===== config.mk =====
export PLATFORM = sky130hd
export DESIGN_NAME = pe_accumulator
export DESIGN_NICKNAME = d
export VERILOG_FILES = /design/src/rtl/pe_acc_pkg.sv /design/src/rtl/pe_result_fifo.sv /design/src/rtl/pe_accumulator.sv
export SDC_FILE = /design/constraint.sdc
export NUM_CORES = 1
export LEC_CHECK = 0
export BUFFER_PORTS_ARGS = -buffer_cell sky130_fd_sc_hd__buf_2
export CORE_UTILIZATION = 60
export DETAILED_ROUTE_END_ITERATION = 16
export PLACE_DENSITY = 0.81
export SLEW_MARGIN = 30
export SYNTH_ARGS = -nofsm -noshare
export SYNTH_HDL_FRONTEND = slang
export SYNTH_SLANG_ARGS = --single-unit

===== constraint.sdc =====
create_clock -name clk -period 3.7 [get_ports clk]
set_input_delay 0.37 -clock clk [delete_from_list [all_inputs] [get_ports clk]]
set_output_delay 0.37 -clock clk [all_outputs]
set_load 0.005 [all_outputs]

===== src/rtl/pe_acc_pkg.sv =====
// Shared types and default widths for the PE column reduction stage.
package pe_acc_pkg;

    typedef enum logic [0:0] {
        IDLE  = 1'b0,
        ACCUM = 1'b1
    } state_t;

    localparam int DEF_PROD_W     = 16;
    localparam int DEF_ACC_W      = 24;
    localparam int DEF_CNT_W      = 8;
    localparam int DEF_FIFO_DEPTH = 2;

    // Buffer entry layout at default widths; the top re-declares it for its own ACC_W.
    typedef struct packed {
        logic                 overflow;
        logic [DEF_ACC_W-1:0] sum;
    } result_t;

endpackage


===== src/rtl/pe_result_fifo.sv =====
// Small synchronous result buffer; a push into a full buffer succeeds only
// when the head is popped in the same cycle.
module pe_result_fifo #(
    parameter int W     = 25,
    parameter int DEPTH = 2
) (
    input  logic         clk,
    input  logic         rst,
    input  logic         push,
    input  logic [W-1:0] push_data,
    input  logic         pop,
    output logic [W-1:0] pop_data,
    output logic         full,
    output logic         empty
);

    localparam int AW = (DEPTH > 1) ? $clog2(DEPTH) : 1;
    localparam logic [AW:0] FULL_CNT = (AW + 1)'(DEPTH);

    logic [W-1:0]  mem [DEPTH];
    logic [AW-1:0] wr_ptr;
    logic [AW-1:0] rd_ptr;
    logic [AW:0]   count;
    logic          do_push;
    logic          do_pop;

    always_comb begin
        empty    = (count == '0);
        full     = (count == FULL_CNT);
        do_pop   = pop && !empty;
        do_push  = push && (!full || do_pop);
        pop_data = empty ? '0 : mem[rd_ptr];
    end

    always_ff @(posedge clk or posedge rst) begin
        if (rst) begin
            for (int i = 0; i < DEPTH; i++) mem[i] <= '0;
            wr_ptr <= '0;
            rd_ptr <= '0;
            count  <= '0;
        end else begin
            if (do_push) begin
                mem[wr_ptr] <= push_data;
                wr_ptr      <= wr_ptr + AW'(1);
            end
            if (do_pop) rd_ptr <= rd_ptr + AW'(1);
            count <= count + (AW + 1)'(do_push) - (AW + 1)'(do_pop);
        end
    end

endmodule


===== src/rtl/pe_accumulator.sv =====
// Sums a programmed number of PE products per vector with saturation and
// queues each completed dot product for a valid/ready consumer.
module pe_accumulator
    import pe_acc_pkg::*;
#(
    parameter int PROD_W     = DEF_PROD_W,
    parameter int ACC_W      = DEF_ACC_W,
    parameter int CNT_W      = DEF_CNT_W,
    parameter int FIFO_DEPTH = DEF_FIFO_DEPTH
) (
    input  logic              clk,
    input  logic              rst,
    input  logic              enable,
    input  logic              start,
    input  logic [CNT_W-1:0]  len_cfg,
    input  logic [PROD_W-1:0] prod_in,
    input  logic              prod_valid,
    output logic              busy,
    output logic [ACC_W-1:0]  out_sum,
    output logic              out_overflow,
    output logic              out_valid,
    input  logic              out_ready,
    output logic              drop_err
);

    typedef struct packed {
        logic             overflow;
        logic [ACC_W-1:0] sum;
    } entry_t;

    // MSB of the result flags overflow; the low ACC_W bits are already clamped.
    function automatic logic [ACC_W:0] sat_add(input logic [ACC_W-1:0] a,
                                               input logic [PROD_W-1:0] b);
        logic [ACC_W:0] wide;
        wide = {1'b0, a} + (ACC_W + 1)'(b);
        if (wide[ACC_W]) return {1'b1, {ACC_W{1'b1}}};
        return wide;
    endfunction

    state_t           state;
    logic [ACC_W-1:0] acc;
    logic             sat;
    logic [CNT_W-1:0] cnt;
    logic [CNT_W-1:0] len;
    logic             accept;
    logic             last;
    logic [ACC_W:0]   add_res;
    entry_t           push_entry;
    entry_t           head;
    logic             fifo_full;
    logic             fifo_empty;
    logic             drop;

    always_comb begin
        accept              = (state == ACCUM) && enable && prod_valid;
        last                = accept && (cnt == len);
        add_res             = sat_add(acc, prod_in);
        push_entry.overflow = sat | add_res[ACC_W];
        push_entry.sum      = add_res[ACC_W-1:0];
        drop                = last && fifo_full && !(out_ready && !fifo_empty);
    end

    always_ff @(posedge clk or posedge rst) begin
        if (rst) begin
            state <= IDLE;
            acc   <= '0;
            sat   <= 1'b0;
            cnt   <= '0;
            len   <= '0;
        end else begin
            case (state)
                IDLE: begin
                    if (enable && start) begin
                        state <= ACCUM;
                        acc   <= '0;
                        sat   <= 1'b0;
                        cnt   <= '0;
                        len   <= len_cfg;
                    end
                end
                ACCUM: begin
                    if (accept) begin
                        acc <= add_res[ACC_W-1:0];
                        sat <= sat | add_res[ACC_W];
                        cnt <= cnt + CNT_W'(1);
                        // A start on the final product chains straight into the next vector.
                        if (last) begin
                            if (start) begin
                                acc <= '0;
                                sat <= 1'b0;
                                cnt <= '0;
                                len <= len_cfg;
                            end else begin
                                state <= IDLE;
                            end
                        end
                    end
                end
                default: state <= IDLE;
            endcase
        end
    end

    always_ff @(posedge clk or posedge rst) begin
        if (rst)       drop_err <= 1'b0;
        else if (drop) drop_err <= 1'b1;
    end

    pe_result_fifo #(
        .W     ($bits(entry_t)),
        .DEPTH (FIFO_DEPTH)
    ) u_fifo (
        .clk       (clk),
        .rst       (rst),
        .push      (last),
        .push_data (push_entry),
        .pop       (out_ready),
        .pop_data  (head),
        .full      (fifo_full),
        .empty     (fifo_empty)
    );

    assign busy         = (state == ACCUM);
    assign out_valid    = !fifo_empty;
    assign out_sum      = head.sum;
    assign out_overflow = head.overflow;

endmodule


* Word-level counts from Yosys, hierarchy flattened
Index checks and enable logic that the tools add are counted.
** Word-level totals
- Register bits after elaboration :: 97
- Output and inout bits :: 28
** Cells by class
- Add/subtract/negate cells :: 6
- Order comparisons :: 3
- Equal/unequal tests :: 6
- Multiplexer cells :: 35
- Bitwise logic cells :: 4
- Reductions and logical operators :: 16
** Operator list (number)
- 25-bit two-way mux :: 7
- 24-bit two-way mux :: 4
- 8-bit two-way mux :: 8
- 50-bit bitwise mux :: 1
- 24-bit case mux with 2 select lines :: 1
- 8-bit case mux with 2 select lines :: 2
- 24-bit by 16-bit adder with 25-bit output :: 1
- 25-bit demux with 1-bit select :: 1
- 1-bit logical AND :: 9
- 1-bit two-way mux :: 9
- 8-bit by 1-bit adder with 8-bit output, second input constant :: 1
- 8-bit equality test :: 1
- 2-bit greater-or-equal comparator, second input constant :: 2
- 2-bit by 1-bit inequality test with 1-bit output, second input constant :: 2
- 2-bit inequality test, second input constant :: 2
- 1-bit inverter with 2-bit output :: 2
- 1-bit case mux with 2 select lines :: 2
- 4-bit AND reduction :: 1
- 1-bit zero test :: 3
- 1-bit adder, second input constant :: 2
- 2-bit by 1-bit adder with 2-bit output :: 1
- 2-bit equality test, second input constant :: 1
- 2-bit zero test :: 1
- 2-bit by 1-bit < comparator with 1-bit output, second input constant :: 1
- 5 further kinds :: 5

* Depth between registers and ports, before layout
Gate-level depths: netlist (run 1).
- Word-level depth :: 8
- Depth in mapped cells :: 9
- Mapped depth without buffers :: 8

* Hierarchy
From an unflattened synthesis (run 1), not the netlist that was laid out.
** Second synthesis, totals
- Cell total of the unflattened synthesis :: 541
- Area, all modules :: 5886.9 um^2
** By module, submodules not included
- pe_accumulator :: instances 1, cells each 356, area an instance 3254.4 um^2
- pe_result_fifo :: instances 1, cells each 185, area an instance 2632.5 um^2

* Worst setup path after synthesis (run 1)
OpenSTA, ideal clock, no wires.
- Kind :: in2reg
- From :: input port prod_in[0]
- To :: register u_fifo.mem[15] (netlist bit)
- Data arrival time :: 2.442 ns
- Required time :: 3.558 ns
- Setup slack :: 1.116 ns
- Cell stages on the path :: 8
- Buffers on the path :: 0
- Path through :: ha_1 > fa_1 > a211oi_1 > nor2_1 > a31oi_1 > o21ai_1 > a2111oi_1 > a21oi_1
** On the way
- Word-level cells in the longest chain between the ends :: 4
** RTL lines
- start: declaration :: line pe_accumulator.sv:16 : input logic [PROD_W-1:0] prod_in,
- 24-bit by 16-bit adder with 25-bit output * :: line pe_accumulator.sv:35 : wide = {1'b0, a} + (ACC_W + 1)'(b);
- 1-bit two-way mux :: line pe_accumulator.sv:36 : if (wide[ACC_W]) return {1'b1, {ACC_W{1'b1}}};
- 25-bit two-way mux * :: line pe_accumulator.sv:37 : return wide;
- 50-bit bitwise mux * :: line pe_result_fifo.sv:43 : mem[wr_ptr] <= push_data;
- end signal: indexed assignment :: line pe_result_fifo.sv:43
- end: declaration :: line pe_result_fifo.sv:20 : logic [W-1:0] mem [DEPTH];
Every way passes the cells marked *; elsewhere a longest branch is shown, timed or not.
A chain may end at the register's enable or synchronous reset.

* Final worst setup path (run 1)
- From :: register acc[0]
- To :: register u_fifo.mem[23] (netlist bit)
** On the way
- Word-level cells in the longest chain between the ends :: 4
** RTL lines
- start: declaration :: line pe_accumulator.sv:41 : logic [ACC_W-1:0] acc;
- start signal: assignment :: line pe_accumulator.sv:83 : acc <= add_res[ACC_W-1:0];
- 24-bit by 16-bit adder with 25-bit output * :: line pe_accumulator.sv:35
- 1-bit two-way mux :: line pe_accumulator.sv:36
- 25-bit two-way mux * :: line pe_accumulator.sv:37
- 50-bit bitwise mux * :: line pe_result_fifo.sv:43
Marked as above.

==> impl_metrics.env, run 1 <==
export IMPL_required_ns=3.91
export IMPL_finalNetCount=747
export IMPL_worstSetupStartpoint="acc[0]"
export IMPL_synth_edf_count=0
export IMPL_drv_cap=0
export IMPL_tightest_slew_ns=0.8282
export IMPL_die_w_um=100.6
export IMPL_grt_pass1_vias=5045
export IMPL_yosysTopAreaCellShare_pct=41.60
export IMPL_power_frac_seq_pct=36.0
export IMPL_async_flop_share_pct=100.0
export IMPL_antenna_cells=0
export IMPL_p_leak_nw=2.956
export IMPL_worstReg2RegStart="acc[0]"
export IMPL_finalClockSkew_ns=0.01247
export IMPL_fmax_mhz=327.7
export IMPL_floorplan_die_area_sq_um=10120
export IMPL_hold_path_class="in2async"
export IMPL_clockPowerShare_pct=14.2
export IMPL_status="finished, final reports clean"
export IMPL_pwr_share_comb_pct=49.8
export IMPL_chipHeight_um=100.6
export IMPL_cts_hold_buffers=0
export IMPL_antenna_found_initial=0
export IMPL_switching_share_pct=45.51
export IMPL_setup_viol=0
export IMPL_maxSlewHeadroom_pct=44.01
export IMPL_grt_max_degree=55
export IMPL_synth_most_common_cell="dfrtp_1"
export IMPL_drv_slew=0
export IMPL_drive_above_1_share_pct=17.09
export IMPL_seq_area_frac_synth_pct=41.60
export IMPL_io_buffers=57
export IMPL_num_vias=5176
export IMPL_gr_total_overflow=0
export IMPL_nFillCells=761
export IMPL_core_area_sq_um=9328
export IMPL_io_pins=58
export IMPL_critPathCaptureType="register"
export IMPL_root_buffer="clkbuf_8"
export IMPL_synth_nets=701
export IMPL_fin_util_pct=68.88
export IMPL_grt_first_pass_wirelength_mm=24.27
export IMPL_crit_type="reg2reg"
export IMPL_track_usage_pct=31.15
export IMPL_detail_route_wirelength_mm=15.12
export IMPL_timing_final_crit_share_pct=82.48
export IMPL_yosys_top_cells_area="dfrtp_1, nand2_1, a21oi_1, mux2i_1, nor2_1"
export IMPL_crit_fanout=14
export IMPL_rows=35
export IMPL_peakVddDrop_v=0.0004121
export IMPL_start_kind="register"
export IMPL_synth_ff_latch_count=97
export IMPL_syn_inst=651
export IMPL_initial_core_util_pct=62.56
export IMPL_fin_crit_ns=3.052
export IMPL_cts_tree="done"
export IMPL_path_clk_slew_ns=0.11
export IMPL_drt_iter0_markers=266
export IMPL_powerDensity_nw_per_um2=725.7
export IMPL_synth_distinct_cells=61
export IMPL_clock_path_buffers=2
export IMPL_drc=0
export IMPL_vias_per_cell=6.229
export IMPL_syn_to_final_growth_pct=10.10
export IMPL_r2r_cells=8
export IMPL_synth_ff_type="dfrtp_1"
export IMPL_dpl_hpwl_mm=11.12
export IMPL_fin_setup_tns_ns=0
export IMPL_h_tree_depth=3
export IMPL_gp_congestion=0.9397
export IMPL_clock_latency_ns=0.37
export IMPL_wire_per_inst_um=18.19
export IMPL_worstPathArrival_ns=3.26
export IMPL_finalHoldViolCount=0
export IMPL_post_cts_buffers=0
export IMPL_synth_largest_area_cell="dfrtp_1"
export IMPL_first_pass_iters=5
export IMPL_rsz0062_at_grt="no"
export IMPL_p_int_mw=2.540
export IMPL_numCtsBuffers=9
export IMPL_netlist_area_sq_um=5836
export IMPL_cts_sinks=97
export IMPL_yosys_warnings=0
export IMPL_p_sw_mw=2.122
export IMPL_cts_resized_gates=0
export IMPL_drtAntennaViolNets=0
export IMPL_synthTopCellsByCount="dfrtp_1, nand2_1, nor2_1"
export IMPL_synth_area_per_cell_sq_um=8.964
## critical path: stages (launching register included)
cell and delay, ns:
dfrtp_1 0.41, ha_1 0.22, fa_1 0.42, a211oi_1 0.41, nor2_1 0.10, a31oi_1 0.30
o21ai_2 0.26, a2111oi_1 0.60, a21oi_1 0.16
## routing by layer
| metal | track usage (%) | part of all wire, % | up-vias |
|---|---|---|---|
| li1 | - | - | 2449 |
| met1 | 37.88 | 42 | 2491 |
| met2 | 54.06 | 49 | 189 |
| met3 | 4.438 | 4.9 | 47 |
| met4 | 15.94 | 4.0 | 0 |
| met5 | 0 | 0 | - |
## layout by cell type, fill, tap and decap left out, drive strengths merged, types with 6 or more instances in the layout
master and n:
nand3 18, a211oi 7, nand2 75, nand4 20, buf 71, dfrtp 97
nor2 67, mux2i 27, xnor2 17, xor2 9, o21ai 56, nor3 9
clkbuf 9, mux2 14, a31oi 8, ha 19, or3 6, inv 17
a21oi 56, o211ai 10
## path summary, 6_finish.rpt
check                                      end  slack [ns]
worst max-delay path            u_fifo.mem[23]        0.65
worst min-delay path            u_fifo.mem[29]        0.09
worst max register to register  u_fifo.mem[23]        0.65
worst min register to register        drop_err        0.47
max in group asynchronous       u_fifo.mem[31]        2.85
min in group clk                        len[5]        0.22
## flip-flops by register name (all words and copies together) (netlist names)
register / flops
u_fifo.mem: 50
acc: 24
cnt: 8
len: 8
u_fifo.count: 2
busy: 1
drop_err: 1
sat: 1
u_fifo.rd_ptr: 1
u_fifo.wr_ptr: 1
## final cells by class
| type | count | area (sq um) | area share, % |
|---|---|---|---|
| Multi-Input combinational cell | 505 | 3211 | 49.97 |
| Sequential cell | 97 | 2427 | 37.78 |
| Timing Repair Buffer | 71 | 390.4 | 6.076 |
| Tap cell | 129 | 161.4 | 2.512 |
| Clock buffer | 9 | 123.9 | 1.928 |
| Clock inverter | 7 | 60.06 | 0.9348 |
| Inverter | 13 | 51.30 | 0.7984 |
## power by group through the flow
stage          clock (mW)  sequential [mW]  combinational (mW)
2_1_floorplan           0             1.57                1.70
3_3_place_gp            0             1.67                2.20
3_5_place_dp            0             1.69                2.29
4_1_cts             0.672             1.67                2.30
5_1_grt             0.717             1.72                2.54
6_report            0.662             1.68                2.32
## logic make-up after synthesis
| group | count (synthesis) | share of synthesized area, % |
|---|---|---|
| compound gates | 181 | 19.34 |
| xor+xnor | 26 | 3.902 |
| fa+ha+maj | 20 | 4.417 |
| buf+inv | 49 | 3.602 |
| flops | 97 | 41.60 |
| mux | 41 | 7.333 |
| simple gates | 237 | 19.81 |
## per-stage QoR
stage | power (mW) | instances | setup WS, ns | area (sq um) | hold WS [ns]
after detailed placement | 3.982 | 815 | 0.6076 | 6238 | 0.4507
after floorplan | 3.263 | 651 | 0.7963 | 5836 | 0.4478
after global placement | 3.876 | 815 | 0.7108 | 6238 | 0.4431
final | 4.663 | 831 | 0.6482 | 6425 | 0.08559
after CTS | 4.647 | 831 | 0.7053 | 6422 | 0.1837
after global routing | 4.977 | 831 | 0.3824 | 6425 | 0.1354
No activity file was read; power rests on OpenSTA's default activity.
==> run 2, diff against run 1 <==
Settings changed: CORE_UTILIZATION 60 to 54, PLACE_DENSITY 0.81 to 0.77.
Clock period 3.7 ns to 2.54 ns, I/O delays scaled along.
==> run 2 against run 1 <==
Effect of this change: sequential cell count did not move; final area rose by 8.3%; via count rose by 4.6%; die area rose by 11%; power rose by 60%; sequential power rose by 42%; sequential share of layout area fell by 2.9 points; utilization fell by 2.1 points; routed wire length rose by 1.9%; global-route usage fell by 2.7 points; clock power rose by 51%; critical path type unchanged; largest cell class unchanged.
==> impl_metrics.env, run 2 (synthesis gave the netlist of run 1 again) <==
export IMPL_crit_fanout=5
export IMPL_cts_tree="done"
export IMPL_detail_route_wirelength_mm=15.41
export IMPL_clock_latency_ns=0.37
export IMPL_chipHeight_um=106.0
export IMPL_grt_first_pass_wirelength_mm=25.09
export IMPL_die_w_um=106.0
export IMPL_final_common_cell="dfrtp_1"
export IMPL_wire_per_inst_um=17.47
export IMPL_core_area_sq_um=10420
export IMPL_powerDensity_nw_per_um2=1069
export IMPL_placed_cells=865
export IMPL_track_usage_pct=28.50
export IMPL_numCtsBuffers=9
export IMPL_multiInputGateArea_sq_um=3361
export IMPL_dpl_hpwl_mm=11.31
export IMPL_antenna_found_initial=0
export IMPL_layout_common_cells="dfrtp_1, nand2_1, nor2_1, buf_2, buf_4"
export IMPL_path_clk_slew_ns=0.10
export IMPL_maxSlewHeadroom_pct=48.25
export IMPL_num_vias=5412
export IMPL_slowest_delay_ns=0.50
export IMPL_crit_chain="ha_2, a21o_1, a21oi_4, a211oi_2, or4_1, a22o_1, mux2_2"
export IMPL_antenna_cells=0
export IMPL_p_leak_nw=3.191
export IMPL_io_pins=58
export IMPL_regMostFlops="u_fifo.mem"
export IMPL_nFillCells=833
export IMPL_floorplan_die_area_sq_um=11230
export IMPL_gp_congestion=0.9204
export IMPL_fin_util_pct=66.77
export IMPL_drv_slew=0
export IMPL_finalHoldViolCount=0
export IMPL_critPathCaptureType="register"
export IMPL_finalClockSkew_ns=0.01239
export IMPL_fin_crit_ns=2.453
export IMPL_gr_total_overflow=0
export IMPL_root_buffer="clkbuf_8"
export IMPL_crit_type="reg2reg"
export IMPL_vias_per_cell=6.136
export IMPL_final_cells=882
export IMPL_grt_max_degree=36
export IMPL_rows=37
export IMPL_grt_pass1_vias=5203
export IMPL_initial_core_util_pct=56.02
export IMPL_timing_final_crit_share_pct=96.59
export IMPL_drt_iter0_markers=331
export IMPL_cpMaxStageDelayCell="or4_1"
export IMPL_worstPathArrival_ns=2.71
export IMPL_seq_area_sq_um=2429
export IMPL_rsz0062_at_grt="yes"
export IMPL_hold_path_class="in2reg"
export IMPL_drc=0
export IMPL_first_pass_iters=5
export IMPL_status="finished, final reports clean"
export IMPL_tightest_slew_ns=0.7754
export IMPL_syn_to_final_growth_pct=19.19
export IMPL_drv_cap=0
export IMPL_setup_viol=0
export IMPL_start_kind="register"
export IMPL_cts_sinks=97
export IMPL_h_tree_depth=3
export IMPL_fmax_mhz=407.6
export IMPL_required_ns=2.80
export IMPL_largest_reg_flops=50
export IMPL_io_buffers=57
export IMPL_drive_above_1_share_pct=25.87
export IMPL_finalNetCount=791
export IMPL_clock_path_buffers=2
export IMPL_peakVddDrop_v=0.0006164
export IMPL_reg_largest_list="u_fifo.mem x50, acc x24"
export IMPL_drtAntennaViolNets=0
[run 2: changes by cell type in the layout (fill, tap and decap cells not counted), moves of 5 or more]
cell     previous run  this run
ha_1               19        13
a21oi_1            54        48
ha_2                0         5
buf_4              14        55
a21oi_2             2         7
[run 2: metrics by stage]
stage	worst slack (ns)	hold WS (ns)	area, sq um	setup TNS (ns)	total power, mW
after floorplan	0.05268	0.3839	5844	0	4.759
after global placement	-0.06644	0.3461	6603	-0.4901	6.051
after detailed placement	-0.09690	0.3487	6610	-1.697	6.201
after CTS	0.001863	0.09971	6837	0	7.245
after global routing	-0.01142	0.09166	6955	-0.01422	7.933
final	0.08654	0.1139	6955	0	7.437
[run 2: final cells by class]
type / instances / area share, %
Timing Repair Buffer: 115 / 10.76
Clock inverter: 6 / 0.8275
Clock buffer: 10 / 1.979
Sequential cell: 97 / 34.92
Multi-Input combinational cell: 505 / 48.32
Tap cell: 136 / 2.446
Inverter: 13 / 0.7555
[run 2: worst max-delay path: cells and delay by family (launching register included)]
| kind | cells | cell delay [ns] |
|---|---|---|
| DFF | 1 | 0.42 |
| muxes | 1 | 0.28 |
| and+or+nand+nor | 1 | 0.50 |
| AOI/OAI and AO/OA | 4 | 0.84 |
| adders and majority gates | 1 | 0.31 |
[run 2: timing repair]
item                                   CTS  global route
pin swaps                                2            11
setup endpoints to repair               66            73
gates resized for setup                  6            33
hold buffers                             1             0
endpoints found under the hold margin   22             0
setup buffers                            0             1
[run 2: path summary, 6_finish.rpt]
kind,start,to,slack [ns],cells after the start
setup / recovery,acc[3],u_fifo.mem[38],0.09,7
hold / removal,len_cfg[4],len[4],0.11,2
setup reg to reg,acc[3],u_fifo.mem[38],0.09,7
hold reg to reg,u_fifo.rd_ptr,u_fifo.rd_ptr,0.48,1
max in group asynchronous,rst,cnt[0],1.43,4
min in group asynchronous,rst,u_fifo.mem[44],0.49,3
[run 2: power by group]
part	leakage [nW]	internal, mW	switching (mW)	total [mW]
Clock	0.101	0.408	0.597	1.00
Sequential	1.28	2.02	0.368	2.39
Combinational	1.81	1.75	2.29	4.04
Total	3.19	4.18	3.25	7.44
[run 2: metal layers]
metal,vias to the layer above,track usage [%],share of wire (%)
li1,2547,-,-
met3,32,4.292,5.3
met1,2626,36.57,42
met5,-,0,0
met4,0,11.90,2.7
met2,207,48.18,50
==> run 3, diff against run 2 <==
Settings changed: CORE_MARGIN set to 8, CORE_UTILIZATION 54 to 35, PLACE_DENSITY 0.77 to 0.54.
==> run 3 against run 2 <==
Effect of this change: global-route usage is 12 points lower; clock skew is 0.0038 ns lower; sequential share of layout area fell by 2.7 points; hold slack worse by 0.072 ns; power grew 15%; sequential power about the same; combinational power is 17% higher; count of clock-buffer cells in the layout unchanged; clock power is 42% higher; critical path depth up 3; critical endpoint is now acc[4].
==> impl_metrics.env, run 3 (synthesis gave the netlist of run 1 again) <==
export IMPL_timing_final_crit_share_pct=97.84
export IMPL_floorplan_die_area_sq_um=21060
export IMPL_place_area_sq_um=6835
export IMPL_path_buf_inv=3
export IMPL_gp_congestion=0.8950
export IMPL_crit_fanout=8
export IMPL_root_buffer="clkbuf_16"
export IMPL_drtAntennaViolNets=0
export IMPL_layout_common_cells="dfrtp_1, buf_4, nand2_1, nor2_1, buf_2"
export IMPL_detail_route_wirelength_mm=17.69
export IMPL_reg_largest_list="u_fifo.mem x50, acc x24"
export IMPL_largest_reg_flops=50
export IMPL_cts_sinks=97
export IMPL_grt_first_pass_wirelength_mm=28.73
export IMPL_rsz0062_at_grt="yes"
export IMPL_start_kind="register"
export IMPL_dpl_hpwl_mm=12.76
export IMPL_h_tree_depth=3
export IMPL_r2r_cells=10
export IMPL_peakVddDrop_v=0.0005493
export IMPL_die_w_um=145.1
export IMPL_drive_above_1_share_pct=30.13
export IMPL_drv_cap=0
export IMPL_antenna_found_initial=0
export IMPL_num_vias=5400
export IMPL_placed_cells=964
export IMPL_fmax_mhz=402.4
export IMPL_fin_area_sq_um=7540
export IMPL_io_pins=58
export IMPL_p_leak_nw=3.388
export IMPL_cpMaxStageDelayCell="dfrtp_2"
export IMPL_fin_crit_ns=2.485
export IMPL_clock_latency_ns=0.36
export IMPL_drc=0
export IMPL_final_common_cell="dfrtp_1"
export IMPL_chipHeight_um=145.1
export IMPL_io_buffers=57
export IMPL_grt_pass1_vias=5436
export IMPL_reg2reg_to="acc[4]"
export IMPL_worstPathArrival_ns=2.71
export IMPL_syn_to_final_growth_pct=29.20
export IMPL_core_area_sq_um=16470
export IMPL_path_clk_slew_ns=0.07
export IMPL_grt_max_degree=98
export IMPL_vias_per_cell=5.455
export IMPL_fin_setup_tns_ns=0
export IMPL_wire_per_inst_um=17.86
export IMPL_finalHoldViolCount=0
export IMPL_status="finished, final reports clean"
export IMPL_worst_path_most_repeated_cell="buf_4"
export IMPL_crit_chain="ha_4, buf_4, a21oi_4, o211ai_1, a211oi_2, o21ai_4, buf_12, a21oi_2, buf_4, o21ai_0"
export IMPL_crit_type="reg2reg"
export IMPL_slowest_delay_ns=0.44
export IMPL_first_pass_iters=5
export IMPL_critPathCaptureType="register"
export IMPL_track_usage_pct=16.75
export IMPL_seq_area_sq_um=2429
export IMPL_clock_path_buffers=2
export IMPL_tightest_slew_ns=0.7908
export IMPL_required_ns=2.76
export IMPL_multiInputGateArea_sq_um=3520
export IMPL_worstSetupEndpoint="acc[4]"
export IMPL_regMostFlops="u_fifo.mem"
export IMPL_drv_slew=0
export IMPL_finalNetCount=816
export IMPL_r2r_slack_ns=0.05
export IMPL_initial_core_util_pct=35.44
export IMPL_worstReg2RegStart="acc[7]"
export IMPL_worstSetupStartpoint="acc[7]"
export IMPL_setup_viol=0
export IMPL_cp_depth=10
export IMPL_rows=47
export IMPL_hold_path_class="in2async"
export IMPL_fin_util_pct=45.79
export IMPL_final_cells=990
export IMPL_maxSlewHeadroom_pct=47.22
export IMPL_fin_hold_ws_ns=0.04164
export IMPL_finalClockSkew_ns=0.008557
export IMPL_cts_tree="done"
export IMPL_nFillCells=1602
export IMPL_antenna_cells=0
export IMPL_cp_top_family="compound AO/OA/AOI/OAI gates"
export IMPL_gr_total_overflow=0
export IMPL_powerDensity_nw_per_um2=1134
export IMPL_numCtsBuffers=9
export IMPL_drt_iter0_markers=330
run 3: cell count changes in the layout (fill, tap and decap cells not counted), sizes merged:
| cell | delta |
|---|---|
| dlygate4sd3 | -1 |
| clkinvlp | +1 |
| buf | +26 |
| bufinv | +1 |
| inv | -3 |
run 3: worst min path at each step:
stage	endpoint	slack, ns	from
after global placement	drop_err	0.44	drop_err
after global routing	u_fifo.mem[2]	0.10	rst
after CTS	u_fifo.mem[33]	0.07	rst
after detailed placement	u_fifo.mem[2]	0.45	rst
final	u_fifo.mem[2]	0.04	rst
after floorplan	busy	0.38	start
run 3: worst min-delay path, cell delays in order:
cell and delay [ns]:
buf_2 0.11, clkinvlp_4 0.07, buf_12 0.41
run 3: what timing repair did:
| action | CTS | global route |
|---|---|---|
| setup buffers | 1 | 10 |
| gates resized for setup | 20 | 50 |
| pin swaps | 5 | 13 |
| hold buffers | 0 | 0 |
| endpoints found under the setup margin | 75 | 70 |
run 3: final cells by class:
cell class / instances / area share (%)
timing repair buffer: 140 / 12.74
multi-input combinational: 505 / 46.68
clock inverter: 5 / 0.8463
sequential: 97 / 32.21
inverter: 13 / 0.6970
clock buffer: 10 / 3.170
tap: 220 / 3.651
run 3: power breakdown:
group	leakage (nW)	total, mW	internal, mW	switching (mW)
registers	1.28	2.41	2.03	0.383
logic	1.96	4.72	2.16	2.55
clock network	0.145	1.42	0.792	0.628
total	3.39	8.55	4.98	3.56
run 3: per-layer routing:
metal  track usage (%)  vias to the layer above  part of all wire [%]
met5                 0                        -                     0
met4             6.403                        0                   2.7
met3             3.980                       35                   4.6
met2             27.76                      145                    48
met1             20.73                     2638                    44
li1                  -                     2582                     -
run 3: through the flow:
step                worst slack [ns]  power (mW)
CTS                          0.01221       8.159
finish                       0.05484       8.547
detailed placement           -0.2991       6.561
global placement             -0.2066       6.473
floorplan                    0.05268       4.759
global route                -0.06506       9.144
